File: config.mk
export PLATFORM = sky130hd
export DESIGN_NAME = quad_step_decoder
export DESIGN_NICKNAME = d
export VERILOG_FILES = /design/src/rtl/quad_pkg.sv /design/src/rtl/glitch_filter.sv /design/src/rtl/quad_step_decoder.sv
export SDC_FILE = /design/constraint.sdc
export NUM_CORES = 1
export LEC_CHECK = 0
export BUFFER_PORTS_ARGS = -buffer_cell sky130_fd_sc_hd__clkbuf_2
export CAP_MARGIN = 40
export CORE_AREA = 2 2 55 52
export DETAILED_ROUTE_END_ITERATION = 8
export DIE_AREA = 0 0 57 54
export GPL_TIMING_DRIVEN = 0
export PLACE_DENSITY = 0.79
export SLEW_MARGIN = 20
export SYNTH_ARGS = -nofsm -noshare
export SYNTH_HDL_FRONTEND = slang
export SYNTH_SLANG_ARGS = --single-unit
File: constraint.sdc
create_clock -name clk -period 8.07 [get_ports clk]
set_input_delay 0.807 -clock clk [delete_from_list [all_inputs] [get_ports clk]]
set_output_delay 0.807 -clock clk [all_outputs]
set_load 0.01 [all_outputs]
File: src/rtl/quad_pkg.sv
// Shared types and phase helpers for the quadrature step decoder.
// Phases are named by the filtered {A,B} level pair.
package quad_pkg;

  typedef enum logic [2:0] {
    INIT = 3'd0,
    PH00 = 3'd1,
    PH10 = 3'd2,
    PH11 = 3'd3,
    PH01 = 3'd4
  } phase_t;

  localparam logic DIR_UP   = 1'b0;
  localparam logic DIR_DOWN = 1'b1;

  function automatic logic [1:0] phase_code(input phase_t ph);
    logic [1:0] code;
    case (ph)
      PH00:    code = 2'b00;
      PH10:    code = 2'b10;
      PH11:    code = 2'b11;
      PH01:    code = 2'b01;
      default: code = 2'b00;
    endcase
    return code;
  endfunction

  function automatic phase_t phase_of(input logic [1:0] ab);
    phase_t ph;
    case (ab)
      2'b00:   ph = PH00;
      2'b10:   ph = PH10;
      2'b11:   ph = PH11;
      2'b01:   ph = PH01;
      default: ph = PH00;
    endcase
    return ph;
  endfunction

  // Successor of a phase code along the up (A leads B) sequence 00-10-11-01.
  function automatic logic [1:0] up_next(input logic [1:0] ab);
    logic [1:0] nxt;
    case (ab)
      2'b00:   nxt = 2'b10;
      2'b10:   nxt = 2'b11;
      2'b11:   nxt = 2'b01;
      2'b01:   nxt = 2'b00;
      default: nxt = 2'b00;
    endcase
    return nxt;
  endfunction

  function automatic logic [1:0] down_next(input logic [1:0] ab);
    logic [1:0] nxt;
    case (ab)
      2'b00:   nxt = 2'b01;
      2'b01:   nxt = 2'b11;
      2'b11:   nxt = 2'b10;
      2'b10:   nxt = 2'b00;
      default: nxt = 2'b00;
    endcase
    return nxt;
  endfunction

endpackage

File: src/rtl/glitch_filter.sv
// Per-channel synchronizer followed by a hold counter: a new level is
// accepted only after it has been stable for FILT_CYCLES cycles.
module glitch_filter #(
  parameter int SYNC_STAGES = 2,
  parameter int FILT_CYCLES = 4
) (
  input  logic clk,
  input  logic reset,
  input  logic raw,
  output logic filt
);

  localparam int CNT_W = (FILT_CYCLES > 1) ? $clog2(FILT_CYCLES) : 1;

  logic [SYNC_STAGES-1:0] sync_r;
  logic [CNT_W-1:0]       cnt_r;
  logic                   filt_r;
  logic                   sync_s;
  logic [CNT_W-1:0]       cnt_n_s;
  logic                   filt_n_s;

  assign sync_s = sync_r[SYNC_STAGES-1];

  // Hold counter: restarts whenever the synchronized level agrees with the filtered one.
  always_comb begin
    cnt_n_s  = {CNT_W{1'b0}};
    filt_n_s = filt_r;
    if (sync_s == filt_r) begin
      cnt_n_s = {CNT_W{1'b0}};
    end else if (cnt_r == CNT_W'(FILT_CYCLES - 1)) begin
      filt_n_s = sync_s;
      cnt_n_s  = {CNT_W{1'b0}};
    end else begin
      cnt_n_s = cnt_r + CNT_W'(1);
    end
  end

  // Synchronizer chain, counter and filtered level registers.
  always_ff @(posedge clk or posedge reset) begin
    if (reset) begin
      sync_r <= {SYNC_STAGES{1'b0}};
      cnt_r  <= {CNT_W{1'b0}};
      filt_r <= 1'b0;
    end else begin
      sync_r <= {sync_r[SYNC_STAGES-2:0], raw};
      cnt_r  <= cnt_n_s;
      filt_r <= filt_n_s;
    end
  end

  assign filt = filt_r;

endmodule

File: src/rtl/quad_step_decoder.sv
// Quadrature decoder: filtered A/B phases drive a Gray-code FSM producing
// step/dir pulses, a sticky illegal-transition flag and a wrap-around position.
module quad_step_decoder
  import quad_pkg::*;
#(
  parameter int SYNC_STAGES = 2,
  parameter int FILT_CYCLES = 4,
  parameter int WIDTH       = 4
) (
  input  logic             clk,
  input  logic             reset,
  input  logic             a_in,
  input  logic             b_in,
  input  logic             clr,
  input  logic             load,
  input  logic [WIDTH-1:0] load_val,
  input  logic             err_clr,
  output logic             step,
  output logic             dir,
  output logic [WIDTH-1:0] pos,
  output logic             err
);

  // INIT lasts long enough for the reset-time input levels to reach the filters' outputs.
  localparam int INIT_CYCLES = SYNC_STAGES + FILT_CYCLES + 1;
  localparam int INIT_W      = $clog2(INIT_CYCLES + 1);

  logic              a_filt_s;
  logic              b_filt_s;
  logic [1:0]        ab_s;
  logic [1:0]        cur_s;
  phase_t            state_r;
  phase_t            state_n_s;
  logic [INIT_W-1:0] init_cnt_r;
  logic [INIT_W-1:0] init_cnt_n_s;
  logic              init_done_s;
  logic              step_r;
  logic              step_n_s;
  logic              dir_r;
  logic              dir_n_s;
  logic [WIDTH-1:0]  pos_r;
  logic [WIDTH-1:0]  pos_n_s;
  logic              err_r;
  logic              err_n_s;
  logic              err_set_s;

  glitch_filter #(.SYNC_STAGES(SYNC_STAGES), .FILT_CYCLES(FILT_CYCLES)) u_filt_a (
    .clk   (clk),
    .reset (reset),
    .raw   (a_in),
    .filt  (a_filt_s)
  );

  glitch_filter #(.SYNC_STAGES(SYNC_STAGES), .FILT_CYCLES(FILT_CYCLES)) u_filt_b (
    .clk   (clk),
    .reset (reset),
    .raw   (b_in),
    .filt  (b_filt_s)
  );

  assign ab_s        = {a_filt_s, b_filt_s};
  assign cur_s       = phase_code(state_r);
  assign init_done_s = (init_cnt_r == INIT_W'(INIT_CYCLES - 1));

  // Phase FSM next state, step/dir decode and illegal-hop detection.
  always_comb begin
    state_n_s    = state_r;
    init_cnt_n_s = init_cnt_r;
    step_n_s     = 1'b0;
    dir_n_s      = dir_r;
    err_set_s    = 1'b0;
    case (state_r)
      INIT: begin
        if (init_done_s) begin
          state_n_s = phase_of(ab_s);
        end else begin
          init_cnt_n_s = init_cnt_r + INIT_W'(1);
        end
      end
      PH00, PH10, PH11, PH01: begin
        if (ab_s == cur_s) begin
          state_n_s = state_r;
        end else if (ab_s == up_next(cur_s)) begin
          state_n_s = phase_of(ab_s);
          step_n_s  = 1'b1;
          dir_n_s   = DIR_UP;
        end else if (ab_s == down_next(cur_s)) begin
          state_n_s = phase_of(ab_s);
          step_n_s  = 1'b1;
          dir_n_s   = DIR_DOWN;
        end else begin
          state_n_s = phase_of(ab_s);
          err_set_s = 1'b1;
        end
      end
      default: begin
        state_n_s = INIT;
      end
    endcase
  end

  // Position priority is clear, then load, then the step being issued this edge.
  always_comb begin
    pos_n_s = pos_r;
    if (clr) begin
      pos_n_s = {WIDTH{1'b0}};
    end else if (load) begin
      pos_n_s = load_val;
    end else if (step_n_s) begin
      pos_n_s = (dir_n_s == DIR_UP) ? pos_r + WIDTH'(1) : pos_r - WIDTH'(1);
    end else begin
      pos_n_s = pos_r;
    end
  end

  // Sticky error: a new error outranks a simultaneous clear.
  always_comb begin
    err_n_s = err_r;
    if (err_set_s) begin
      err_n_s = 1'b1;
    end else if (err_clr) begin
      err_n_s = 1'b0;
    end else begin
      err_n_s = err_r;
    end
  end

  // State and output registers.
  always_ff @(posedge clk or posedge reset) begin
    if (reset) begin
      state_r    <= INIT;
      init_cnt_r <= {INIT_W{1'b0}};
      step_r     <= 1'b0;
      dir_r      <= DIR_UP;
      pos_r      <= {WIDTH{1'b0}};
      err_r      <= 1'b0;
    end else begin
      state_r    <= state_n_s;
      init_cnt_r <= init_cnt_n_s;
      step_r     <= step_n_s;
      dir_r      <= dir_n_s;
      pos_r      <= pos_n_s;
      err_r      <= err_n_s;
    end
  end

  assign step = step_r;
  assign dir  = dir_r;
  assign pos  = pos_r;
  assign err  = err_r;

endmodule

==> flow_summary.toml <==
[status]
status = "finished clean"

[timing]
slew_viol_final = 0
fin_crit_ps = 3190
final-hold-violation-count = 0
skew_ps = 13.8
fin_tns_setup_ps = 0
fmax_mhz = 314
fin_crit_sh = 0.395
worst_slew_pin_slew_ps = 390
slew_headroom = 0.740
setup_viol = 0
rsz0062_at_grt = "no"

[clock_network]
insertion_delay_ps = 320
clk_path_buf_depth = 2
post_cts_buffers = 0
cts-resized-gates = 0
cts_inserted_buffers = 3
clock-sinks = 23
cts_hold_buf = 0
clk_pin_slew_ps = 140
tritoncts = "done"
cts.htree.levels = 1
cts_root_buf = "clkbuf_4"

[place]
numPortBuffers = 16
dpl.hpwl_um = 2210
place_area_um2 = 1560
dp_cells = 186
gp_congestion = 0.884

[die]
fp-row-count = 18
die-area_um2 = 3080
ioPinCount = 18
start_util = 0.556
die_x_um = 57
coreArea_um2 = 2570
fp.dieH_um = 54

[synth]
synth_top_family_by_area = "simple AND/OR/NAND/NOR gates"
synthSimpleGateAreaFrac = 0.177
yosysTopAreaCell = "dfrtp_1"
synth_top_cells_by_count = "dfrtp_1, nand2_1, ha_1, inv_1, nor2_1"
netlist_area_um2 = 1430
synth_compound_area_frac = 0.163
yosysWarnings = 0
syn_area_per_cell_um2 = 10.3
synth_edf_count = 0
synth_cell_types = 51
synth_top_cell_area_share = 0.403
syn_nets = 160
synth_cells = 139
ys_ff_latch = 23
synthTopCellsByArea = "dfrtp_1, ha_1, xor2_1"
yosys_most_used_dff = "dfrtp_1"
synth_most_common_cell = "dfrtp_1"
yosysSeqAreaShare = 0.403
asyncSetResetFlopFracSynth = 1.00
synth_fa_ha_area_frac = 0.0929
synth_xor_xnor_area_share = 0.0666
synthMuxAreaShare = 0.0368

[finish]
fill_cells = 212
final_util = 0.619
regArea_um2 = 576
nets = 182
diodes = 0
stdcell_count = 190
multi_input_area_um2 = 766
drive_gt1_frac = 0.231
areaGrowthSynthToFinish_pct = 11.4
stdcell_area_um2 = 1590

[power_and_ir_drop]
ir_worst_vdd_mv = 0.229
total_leakage_power_nw = 0.750
power_density_nw_per_um2 = 369

[route]
drtAntennaViolNets = 0
num_vias = 1102
routed_wl_um = 2750
dr.pass1.iters = 4
drc = 0
wl_per_cell_um = 14.5
viasPerCell = 5.80
drt_iter0_markers = 16

[setup_path]
crit_chain = "buf_6 > or3b_1 > o22ai_1 > or2_1 > or2_1 > inv_1 > ha_1 > a21o_1 > a21o_1 > or4_1 > nor4_1 > a2111oi_2 > o211ai_1"
endpoint_kind = "flop"
crit_type = "flop to flop"
cp.required_ps = 8320
crit_path_start_kind = "flop"
crit_arrival_ps = 3440
max_stage_delay_ps = 450
critPathMaxFanout = 10
slowest_stage = "dfrtp_1"

[grt]
grt_pass1_wl_um = 4550
grt_max_degree = 17
grt_antenna_before_repair = 0
grt.total_usage = 0.195
overflow = 0
grt_pass1_vias = 1046

[flow_run]
drv_cap = 0

[min_path]
hp-class = "flop to flop"
-- stage by stage --
stage,total power [mW],hold slack (ps),setup slack [ps]
after floorplan,0.449,331,5160
after global placement,0.508,334,4980
after detailed placement,0.529,340,4920
after CTS,0.588,371,4900
after global routing,0.638,386,4620
final,0.586,366,4880
-- report_power, final --
part | internal [mW] | switching, mW | leakage [nW]
registers | 0.150 | 0.0319 | 0.282
logic | 0.154 | 0.194 | 0.454
clock network | 0.0189 | 0.0369 | 0.0139
total | 0.323 | 0.263 | 0.750
-- area by class of cell --
cell class / instances / share of cell area
timing repair buffer: 17 / 0.0598
tap: 30 / 0.0236
clock buffer: 3 / 0.0142
clock inverter: 1 / 0.00472
inverter: 10 / 0.0236
multi-input combinational: 99 / 0.482
sequential: 23 / 0.362
buffer: 7 / 0.0307
-- metal layers --
metal | vias to the layer above | track usage | share of wire
li1 | 528 | - | -
met1 | 548 | 0.237 | 0.43
met2 | 22 | 0.360 | 0.52
met3 | 4 | 0.0433 | 0.040
met4 | 0 | 0.0388 | 0.011
met5 | - | 0 | 0
-- worst max-delay path: cells and delay by family (launching register included) --
family	cells	cell delay, ps
AOI/OAI and AO/OA	5	720
DFF	1	450
buffers and inverters	2	280
adders and majority gates	1	290
and+or+nand+nor	5	1390
-- registers in the layout, indices dropped and copies added (netlist names) --
register         flops
step                 1
u_filt_a.filt        1
u_filt_b.filt        1
u_filt_a.sync_r      2
u_filt_a.cnt_r       2
u_filt_b.sync_r      2
dir                  1
state_r              3
err                  1
init_cnt_r           3
pos                  4
u_filt_b.cnt_r       2
-- path summary, 6_finish.rpt --
path	startpoint	endpoint	slack, ps	depth (start not counted)
worst min register to register	u_filt_a.sync_r[0]	u_filt_a.sync_r[1]	370	0
worst max register to register	u_filt_b.filt	pos[3]	4880	13
min in group asynchronous	reset	dir	410	2
worst min-delay path	u_filt_a.sync_r[0]	u_filt_a.sync_r[1]	370	0
worst max-delay path	u_filt_b.filt	pos[3]	4880	13
max in group asynchronous	reset	u_filt_b.cnt_r[0]	7210	3
-- logic make-up (layout without fill, tap and decap cells) --
logic type,count (synthesis),in the layout
flip-flops,23,23
AND/OR/NAND/NOR,45,45
multiplexers,5,5
AO/OA/AOI/OAI,29,29
adder cells (fa/ha/maj),10,10
XOR/XNOR,10,10
buffers and inverters,17,38
-- cell usage in the layout, fill, tap and decap left out, drive strengths merged, types with 2 or more instances in the layout --
master    n
nand2b    5
xnor2     4
mux2i     3
inv      10
nor4      2
nand2    11
or2       3
a2111oi   2
ha        9
o211ai    2
nor3      2
o21ai     8
a21oi     4
o21a      2
xor2      6
buf       7
clkbuf   20
a21o      3
o221ai    2
dfrtp    23
nor2      9
mux2      2
(Power assumes the default switching activity.)
